--- src/rtl/player_action_ctrl.sv ---
// Per-player action sequencer: arbitrates movement, jump, punch/kick attack phases and hitstun.
// Everything advances once per frame strobe SCEN; only hit capture happens on other cycles.
module player_action_ctrl #(
    parameter int CNT_WIDTH       = 5,
    parameter int STARTUP_FRAMES  = 3,
    parameter int ACTIVE_FRAMES   = 2,
    parameter int RECOVERY_FRAMES = 6,
    parameter int KICK_EXTRA      = 2,
    parameter int HITSTUN_FRAMES  = 12,
    parameter int BUFFER_FRAMES   = 4,
    parameter int JUMP_TIMEOUT    = 31
) (
    input  logic       clk,
    input  logic       reset,
    input  logic       SCEN,
    input  logic       game_active,
    input  logic       btn_left,
    input  logic       btn_right,
    input  logic       btn_jump,
    input  logic       btn_punch,
    input  logic       btn_kick,
    input  logic       hit_taken,
    input  logic       jump_active,
    output logic       move_enable,
    output logic       move_left,
    output logic       move_right,
    output logic       jump,
    output logic       attack_active,
    output logic       attack_type,
    output logic       hitbox_valid,
    output logic       hitstun_active,
    output logic [2:0] state
);

    typedef enum logic [2:0] {
        IDLE     = 3'd0,
        MOVE     = 3'd1,
        JUMP     = 3'd2,
        STARTUP  = 3'd3,
        ACTIVE   = 3'd4,
        RECOVERY = 3'd5,
        HITSTUN  = 3'd6
    } state_t;

    // Terminal counter values: a timed state exits on the SCEN where cnt equals its last value.
    localparam logic [CNT_WIDTH-1:0] CNT_ONE          = CNT_WIDTH'(1);
    localparam logic [CNT_WIDTH-1:0] PUNCH_START_LAST = CNT_WIDTH'(STARTUP_FRAMES - 1);
    localparam logic [CNT_WIDTH-1:0] KICK_START_LAST  = CNT_WIDTH'(STARTUP_FRAMES + KICK_EXTRA - 1);
    localparam logic [CNT_WIDTH-1:0] ACTIVE_LAST      = CNT_WIDTH'(ACTIVE_FRAMES - 1);
    localparam logic [CNT_WIDTH-1:0] PUNCH_REC_LAST   = CNT_WIDTH'(RECOVERY_FRAMES - 1);
    localparam logic [CNT_WIDTH-1:0] KICK_REC_LAST    = CNT_WIDTH'(RECOVERY_FRAMES + KICK_EXTRA - 1);
    localparam logic [CNT_WIDTH-1:0] HITSTUN_LAST     = CNT_WIDTH'(HITSTUN_FRAMES - 1);
    localparam logic [CNT_WIDTH-1:0] BUFFER_LAST      = CNT_WIDTH'(BUFFER_FRAMES - 1);
    localparam logic [CNT_WIDTH-1:0] JUMP_LAST        = CNT_WIDTH'(JUMP_TIMEOUT);

    state_t               state_q, state_d;
    logic [CNT_WIDTH-1:0] cnt_q, cnt_d;
    logic [CNT_WIDTH-1:0] bufAge_q, bufAge_d;
    logic                 atkType_q, atkType_d;
    logic                 bufValid_q, bufValid_d;
    logic                 bufType_q, bufType_d;
    logic                 hitPending_q, hitPending_d;
    logic                 punchPrev_q, kickPrev_q;

    logic moveEnable_q, moveLeft_q, moveRight_q, jump_q;
    logic attackActive_q, attackType_q, hitboxValid_q, hitstunActive_q;

    logic                 punchPress, kickPress, attackPress, hitNow;
    logic                 dirLeft, dirRight, driveDir, takeoff;
    logic                 enterHitstun, enterAttack, newType;
    logic [CNT_WIDTH-1:0] startupLast, recoveryLast;
    state_t               dirState;

    assign punchPress   = btn_punch & ~punchPrev_q;
    assign kickPress    = btn_kick & ~kickPrev_q;
    assign attackPress  = punchPress | kickPress;
    assign hitNow       = hitPending_q | hit_taken;
    assign dirLeft      = btn_left & ~btn_right;
    assign dirRight     = btn_right & ~btn_left;
    assign dirState     = (dirLeft | dirRight) ? MOVE : IDLE;
    assign startupLast  = atkType_q ? KICK_START_LAST : PUNCH_START_LAST;
    assign recoveryLast = atkType_q ? KICK_REC_LAST : PUNCH_REC_LAST;

    always_comb begin
        state_d      = state_q;
        cnt_d        = cnt_q;
        atkType_d    = atkType_q;
        bufValid_d   = bufValid_q;
        bufType_d    = bufType_q;
        bufAge_d     = bufAge_q;
        hitPending_d = hitNow;
        driveDir     = 1'b0;
        takeoff      = 1'b0;
        enterHitstun = 1'b0;
        enterAttack  = 1'b0;
        newType      = kickPress;
        if (SCEN) begin
            if (bufValid_q) begin
                if (bufAge_q == BUFFER_LAST) bufValid_d = 1'b0;
                else                         bufAge_d   = bufAge_q + CNT_ONE;
            end
            unique case (state_q)
                IDLE, MOVE: begin
                    if (hitNow) enterHitstun = 1'b1;
                    else if (attackPress) enterAttack = 1'b1;
                    else if (btn_jump) begin
                        state_d  = JUMP;
                        cnt_d    = '0;
                        takeoff  = 1'b1;
                        driveDir = 1'b1;
                    end else begin
                        state_d  = dirState;
                        driveDir = 1'b1;
                    end
                end
                // Hits wait until the jump is over; attack presses are simply dropped.
                JUMP: begin
                    if ((!jump_active && cnt_q != '0) || cnt_q == JUMP_LAST) begin
                        if (hitNow) enterHitstun = 1'b1;
                        else        state_d      = IDLE;
                    end else begin
                        cnt_d = cnt_q + CNT_ONE;
                    end
                end
                STARTUP: begin
                    if (hitNow) enterHitstun = 1'b1;
                    else if (cnt_q == startupLast) begin
                        state_d = ACTIVE;
                        cnt_d   = '0;
                    end else cnt_d = cnt_q + CNT_ONE;
                end
                ACTIVE: begin
                    if (hitNow) enterHitstun = 1'b1;
                    else begin
                        if (attackPress) begin
                            bufValid_d = 1'b1;
                            bufType_d  = kickPress;
                            bufAge_d   = '0;
                        end
                        if (cnt_q == ACTIVE_LAST) begin
                            state_d = RECOVERY;
                            cnt_d   = '0;
                        end else cnt_d = cnt_q + CNT_ONE;
                    end
                end
                // A press on the final recovery frame counts as a fresh buffer entry.
                RECOVERY: begin
                    if (hitNow) enterHitstun = 1'b1;
                    else if (cnt_q == recoveryLast) begin
                        if (attackPress) enterAttack = 1'b1;
                        else if (bufValid_q) begin
                            enterAttack = 1'b1;
                            newType     = bufType_q;
                        end else begin
                            state_d  = dirState;
                            driveDir = 1'b1;
                        end
                    end else begin
                        if (attackPress) begin
                            bufValid_d = 1'b1;
                            bufType_d  = kickPress;
                            bufAge_d   = '0;
                        end
                        cnt_d = cnt_q + CNT_ONE;
                    end
                end
                HITSTUN: begin
                    if (hitNow) enterHitstun = 1'b1;
                    else if (cnt_q == HITSTUN_LAST) state_d = IDLE;
                    else cnt_d = cnt_q + CNT_ONE;
                end
                default: state_d = IDLE;
            endcase
            if (enterHitstun) begin
                state_d      = HITSTUN;
                cnt_d        = '0;
                bufValid_d   = 1'b0;
                hitPending_d = 1'b0;
            end
            if (enterAttack) begin
                state_d    = STARTUP;
                cnt_d      = '0;
                atkType_d  = newType;
                bufValid_d = 1'b0;
            end
        end
    end

    always_ff @(posedge clk) begin
        if (reset || !game_active) begin
            state_q         <= IDLE;
            cnt_q           <= '0;
            bufAge_q        <= '0;
            atkType_q       <= 1'b0;
            bufValid_q      <= 1'b0;
            bufType_q       <= 1'b0;
            hitPending_q    <= 1'b0;
            punchPrev_q     <= 1'b0;
            kickPrev_q      <= 1'b0;
            moveEnable_q    <= 1'b0;
            moveLeft_q      <= 1'b0;
            moveRight_q     <= 1'b0;
            jump_q          <= 1'b0;
            attackActive_q  <= 1'b0;
            attackType_q    <= 1'b0;
            hitboxValid_q   <= 1'b0;
            hitstunActive_q <= 1'b0;
        end else begin
            state_q      <= state_d;
            cnt_q        <= cnt_d;
            bufAge_q     <= bufAge_d;
            atkType_q    <= atkType_d;
            bufValid_q   <= bufValid_d;
            bufType_q    <= bufType_d;
            hitPending_q <= hitPending_d;
            if (SCEN) begin
                punchPrev_q     <= btn_punch;
                kickPrev_q      <= btn_kick;
                moveEnable_q    <= (state_d == IDLE) || (state_d == MOVE) || (state_d == JUMP);
                moveLeft_q      <= driveDir & dirLeft;
                moveRight_q     <= driveDir & dirRight;
                jump_q          <= takeoff;
                attackActive_q  <= state_d inside {STARTUP, ACTIVE, RECOVERY};
                attackType_q    <= atkType_d & (state_d inside {STARTUP, ACTIVE, RECOVERY});
                hitboxValid_q   <= (state_d == ACTIVE);
                hitstunActive_q <= (state_d == HITSTUN);
            end
        end
    end

    assign move_enable    = moveEnable_q;
    assign move_left      = moveLeft_q;
    assign move_right     = moveRight_q;
    assign jump           = jump_q;
    assign attack_active  = attackActive_q;
    assign attack_type    = attackType_q;
    assign hitbox_valid   = hitboxValid_q;
    assign hitstun_active = hitstunActive_q;
    assign state          = state_q;

endmodule

--- config.mk ---
export PLATFORM = sky130hd
export DESIGN_NAME = player_action_ctrl
export DESIGN_NICKNAME = d
export VERILOG_FILES = /design/src/rtl/player_action_ctrl.sv
export SDC_FILE = /design/constraint.sdc
export NUM_CORES = 1
export LEC_CHECK = 0
export ABC_AREA = 1
export BUFFER_PORTS_ARGS = -buffer_cell sky130_fd_sc_hd__buf_2
export CORE_MARGIN = 5
export CORE_UTILIZATION = 50
export DETAILED_ROUTE_END_ITERATION = 6
export PLACE_DENSITY = 0.77
export SYNTH_ARGS = -nofsm -noshare
export SYNTH_HDL_FRONTEND = slang
export SYNTH_SLANG_ARGS = --single-unit
--- constraint.sdc ---
create_clock -name clk -period 3.5 [get_ports clk]
set_input_delay 0 -clock clk [delete_from_list [all_inputs] [get_ports clk]]
set_output_delay 0 -clock clk [all_outputs]
set_load 0.02 [all_outputs]
; ---- Yosys cells after proc, flatten, opt, wreduce, memory -nomap -nowiden
; Cells that the tools add are included.
[op_classes]
n_eq_ne = 31
n_addsub = 2
reduce_logical = 17
muxes = 91
bitwise = 14
[ops]
columns = operator, count
row1 = $mux 5, 20
row2 = $mux 3, 18
row3 = $mux 1, 43
row4 = $ne 4x4->1 const B, 10
row5 = $pmux 5 s6, 1
row6 = $eq 3x3->1 const B, 6
row7 = $pmux 3 s6, 1
row8 = $eq 3x2->1 const B, 4
row9 = $reduce_and 12->1, 1
row10 = $add 5x1->5 const B, 2
row11 = $eq 5x3->1, 2
row12 = $pmux 1 s2, 5
row13 = $pmux 5 s2, 1
row14 = $reduce_bool 8->1, 1
row15 = $and 1x1->1, 7
row16 = $eq 3x1->1 const B, 2
row17 = $logic_not 3->1, 2
row18 = $ne 2x2->1 const B, 3
row19 = $reduce_or 6->1, 1
row20 = $eq 5x1->1 const B, 1
row21 = $eq 5x2->1 const B, 1
row22 = $eq 5x4->1 const B, 1
row23 = $eq 5x5->1 const B, 1
row24 = $reduce_and 5->1, 1
row25 = 10 further kinds, 20
[word_totals]
reg_bits = 27
inputBits = 11
word_cells = 172

; ---- Logic depth before layout (Yosys ltp)
[logic_depth]
depth_word = 15
mapped_depth = 15
mapped_depth_nobuf = 15

; ---- Least setup slack after synthesis
; OpenSTA, ideal clock, no wires.
[synth_timing]
kind = register to register
startpoint = reg cnt_q[0]
endpoint = reg attackActive_q (netlist: attack_active)
t_arrival_ps = 1672
stages_incl_launch_ff = 14
setup_slack_ps = 1714
setup_ps = 113
synth_period_minus_slack_ps = 1786
n_path_buf = 0
path_cell_list = dfxtp_1 -> ha_1 -> nand2_1 -> nor2_1 -> ha_1 -> inv_1 -> nand2_1 -> nand3_1 -> nand2_4 -> nor2_1 -> o21ai_0 -> nand2_2 -> nand3_1 -> nand2_1
[synth_via]
elab_chain_cells = 11
word_cells_on_any_way = 32
classes_between = eq/ne (8) / mux (20) / reduce/logical (4)
[synth_rtl]
columns = element, line
row1 = from (decl), 57  ; logic [CNT_WIDTH-1:0] cnt_q, cnt_d;
row2 = from (signal assigned), 210  ; cnt_q <= cnt_d;
row3 = $reduce_bool 5->1, 118  ; if ((!jump_active && cnt_q != '0) || cnt_q == JUMP_LAST) begin
row4 = $logic_and 1x1->1, 118
row5 = $logic_or 1x1->1, 118
row6 = $mux 1, 118
row7 = $pmux 1 s2, 102  ; unique case (state_q)
row8 = $mux 1, 97  ; if (SCEN) begin
row9 = $mux 3, 174  ; if (enterHitstun) begin
row10 = $mux 3 *, 180  ; if (enterAttack) begin
row11 = $mux 3 *, 97
row12 = $eq 3x2->1 / $eq 3x3->1 (equally long branches), 223  ; attackActive_q <= state_d inside {STARTUP, ACTIVE, RECOVERY};
row13 = $reduce_bool 3->1 *, 223
row14 = to (signal assigned), 223
row15 = to (decl), 66  ; logic attackActive_q, attackType_q, hitboxValid_q, hitstunActive_q;
; Every way passes the cells marked *; elsewhere a longest branch is shown, timed or not. The select of a mux whose other input is x is not followed.
; A chain may end at the register's enable or synchronous reset.

; ---- Final worst setup path
[layout_timing]
startpoint = reg hitPending_q
endpoint = reg cnt_q[2]
[layout_via]
elab_chain_cells = 7
word_cells_on_any_way = 23
classes_between = eq/ne (10) / mux (10) / bitwise (1) / reduce/logical (2)
[layout_rtl]
columns = element, line
row1 = from (decl), 62  ; logic hitPending_q, hitPending_d;
row2 = from (signal assigned), 215  ; hitPending_q <= hitPending_d;
row3 = $or 1x1->1 *, 77  ; assign hitNow = hitPending_q | hit_taken;
row4 = $mux 1, --
row5 = $mux 1, 118
row6 = $pmux 1 s2, 102
row7 = $mux 1, 97
row8 = $reduce_bool 8->1 (no source line) (tied with other cells), --
row9 = $reduce_and 12->1 (no source line) / $mux 5 (equally long branches), --
; Marked as above.

==> summary.txt <==
Run status
  • Status: finished, final reports clean

Power and ir drop
  • Max VDD drop: 0.229 mV
  • PnR Total Power: 0.582 mW
  • Sw frac: 32.1%
  • Net Sw Power: 0.187 mW
  • Leak Pwr: 0.873 nW
  • Flop pwr share: 54.9%
  • Pwr/cell area: 293 nW/um^2
  • Clk network pwr share: 25.2%
  • Comb pwr share: 19.8%
  • Power Internal: 0.395 mW

Logic synthesis
  • Post-Syn Area: 1790 um^2
  • Synth cell types: 41
  • Yosys top cell area share: 30.3%
  • Mapped Nets: 283
  • Syn_area_per_cell: 6.74 um^2
  • Largest area contributor in the netlist: dfxtp_1
  • Gate Count Post-Synth: 265
  • Synth Warn #: 0
  • Number of synthesized register bits: 27
  • Synth top area cells: dfxtp_1, nand2_1, inv_1, nand3_1, nor2_1
  • Seq/Total Area, Yosys: 30.3%

CTS
  • TritonCTS clock tree: yes
  • Root Driver: clkbuf_4
  • Cts bufs inserted: 3
  • Clk Latency, worst-skew pair: 0.34 ns
  • Post-CTS setup buffer count: 0
  • Clock Path Buffers: 2
  • H-Tree Depth: 1
  • Clock slew at reported path FFs: 0.16 ns
  • # clock sinks: 27

Floorplan
  • Die height: 69.8 um
  • IO Count: 22
  • Initial core utilization: 52.7%
  • Cell Rows: 21
  • Core area: 3390 um^2
  • Die area: 4870 um^2
  • Die W: 69.8 um

Worst setup path
  • CP max stage cell: nor2_1
  • Worst reg-to-reg path cell count: 11
  • Most Frequent Cell on Critical Path: nand2_2
  • Crit Path Max Fanout: 11
  • Crit-path cells: nor2_1, inv_1, a21oi_1, nand2_1, nand2_2, nor2_4, nand2_2, nand3_4, inv_4, nand3_1, a21oi_2
  • Worst Path Class, Setup: flop to flop
  • R2R Setup Slk: 1.28 ns
  • CP Launch Type: flop
  • FF-to-FF End: cnt_q[2]
  • CP Capture Type: flop
  • RR Startpoint: hitPending_q
  • Crit path DAT: 2.52 ns
  • CP Data Required Time: 3.80 ns
  • Crit-path max cell delay: 0.47 ns

Placement
  • Post-DP HPWL: 3.39 mm
  • Placed cell area: 1920 um^2
  • IO Port Bufs: 21
  • Gpl congestion: 0.916

STA
  • Final Setup Violations: 0
  • Setup TNS: 0 ns
  • Maximum clock frequency: 0.451 GHz
  • Count of final hold-check violations: 0
  • Fin crit share: 63.4%
  • Fin crit period: 2.22 ns
  • RSZ-0062 raised after global routing: no
  • WHS: 0.0739 ns
  • Final Slew Violations: 0
  • Clk_skew: 0.00801 ns
  • Worst slew pin tran: 0.627 ns
  • Max_slew headroom: 58.0%

Finish
  • Nets: 307
  • Diodes inserted: 0
  • Final core utilization: 58.5%
  • Layout area overhead: 11.1%
  • Fin area: 1980 um^2
  • Share of cells above drive strength 1: 18.1%

Route
  • # DRC: 0
  • Post-route ant nets: 0
  • Starting DRC count in detailed routing: 101
  • Vias post-DR: 1781
  • Via density: 5.33
  • DRT Wirelength: 4.36 mm
  • TritonRoute pass-1 iters: 6
  • Avg WL per Cell: 13.1 um

GRT
  • Largest net degree at the start of global routing: 18
  • Vias in the first global route: 1805
  • Initial antenna violation count: 0
  • GRT Util Overall: 19.5%
  • First-pass GRT wire length: 7.93 mm
  • Grt ovf: 0

Hold path
  • WHS Path Cells: 4
  • Hold_sp: btn_left
  • Min-delay worst type: input pin to flop
  • Hold endpoint: move_left

Flow run
  • Max-cap viol count: 0
stage by stage:
step | std cells | setup slack, ns
2_1_floorplan | 265 | 1.71
3_3_place_gp | 327 | 1.42
3_5_place_dp | 327 | 1.36
4_1_cts | 334 | 1.33
5_1_grt | 334 | 1.03
6_report | 334 | 1.28
power groups by stage:
| stage | registers (mW) | logic (mW) | clock network [mW] |
|---|---|---|---|
| 2_1_floorplan | 0.328 | 0.0820 | 0 |
| 3_3_place_gp | 0.326 | 0.111 | 0 |
| 3_5_place_dp | 0.326 | 0.112 | 0 |
| 4_1_cts | 0.320 | 0.115 | 0.154 |
| 5_1_grt | 0.322 | 0.129 | 0.171 |
| 6_report | 0.320 | 0.115 | 0.147 |
synthesized netlist by cell type:
cell type	instances
a211oi_1	1
a21boi_0	1
a21oi_1	13
a21oi_2	1
a221oi_1	2
a31oi_1	2
a32o_1	1
buf_2	1
buf_4	2
clkbuf_1	3
clkinv_1	1
clkinv_2	1
dfxtp_1	27
ha_1	7
inv_1	36
inv_2	3
inv_4	1
nand2_1	49
nand2_2	7
nand2_4	1
nand3_1	24
nand3_2	2
nand3_4	1
nand3b_1	1
nand4_1	8
nor2_1	31
nor2_2	3
nor2_4	2
nor3_1	2
nor3_2	2
nor3_4	1
nor3b_1	1
nor4_1	1
o211ai_1	1
o21ai_0	13
o21ai_1	2
o21bai_1	1
o21bai_2	1
o22ai_1	3
xnor2_1	1
xor2_1	4
timing repair:
| item | CTS | global route |
|---|---|---|
| hold buffers | 3 | 0 |
| resized for setup | 0 | 0 |
| hold endpoints to repair | 3 | 0 |
metal layers:
metal	track usage [%]	vias up	part of all wire [%]
met1	24.9	776	46
met2	30.7	68	44
met5	0	-	0
met3	3.33	21	5.6
li1	-	916	-
met4	10.9	0	4.4
worst max-delay path by stage:
stage	from	end	slack [ns]
finish	hitPending_q	cnt_q[2]	1.28
global route	hitPending_q	cnt_q[2]	1.03
CTS	hitPending_q	cnt_q[2]	1.33
detailed placement	hitPending_q	cnt_q[1]	1.36
global placement	hitPending_q	cnt_q[2]	1.42
floorplan	cnt_q[0]	attack_active	1.71
layout by cell type, fill, tap and decap left out, types with 2 or more instances in the layout:
cell type      netlist  routed
a21oi_1             13      13
a221oi_1             2       2
a31oi_1              2       2
buf_2                1      21
clkbuf_4             0       3
dfxtp_1             27      27
dlygate4sd3_1        0       3
ha_1                 7       7
inv_1               36      36
inv_2                3       3
nand2_1             49      49
nand2_2              7       7
nand3_1             24      24
nand3_2              2       2
nand4_1              8       8
nor2_1              31      31
nor2_2               3       3
nor2_4               2       2
nor3_1               2       2
nor3_2               2       2
o21ai_0             13      13
o21ai_1              2       2
o22ai_1              3       3
xor2_1               4       4
flip-flops by register name (all words and copies together) (netlist names):
| name | cells |
|---|---|
| jump | 1 |
| hitstun_active | 1 |
| hitbox_valid | 1 |
| attack_type | 1 |
| hitPending_q | 1 |
| bufAge_q | 5 |
| bufType_q | 1 |
| cnt_q | 5 |
| punchPrev_q | 1 |
| move_enable | 1 |
| kickPrev_q | 1 |
| move_left | 1 |
| bufValid_q | 1 |
| move_right | 1 |
| state | 3 |
| atkType_q | 1 |
| attack_active | 1 |
critical path: cells and delay by family (launching register included):
family | cells | cell delay (ns)
simple gates | 7 | 1.09
compound gates | 2 | 0.41
flops | 1 | 0.33
buf+inv | 2 | 0.33
cells by family after synthesis:
group	count (synthesis)	synth area share, %
compound gates	42	13.9
xor+xnor	5	2.45
fa+ha+maj	7	4.91
buf+inv	48	10.8
flops	27	30.3
simple gates	136	37.6
area by class of cell:
type                            instances  area (um^2)
Timing Repair Buffer                   25          143
Clock buffer                            3         22.5
Multi-Input combinational cell        190         1050
Inverter                               42          161
Fill cell                             335         1410
Tap cell                               46         57.6
Sequential cell                        27          541
Clock inverter                          1         7.51
(Power assumes the default switching activity.)
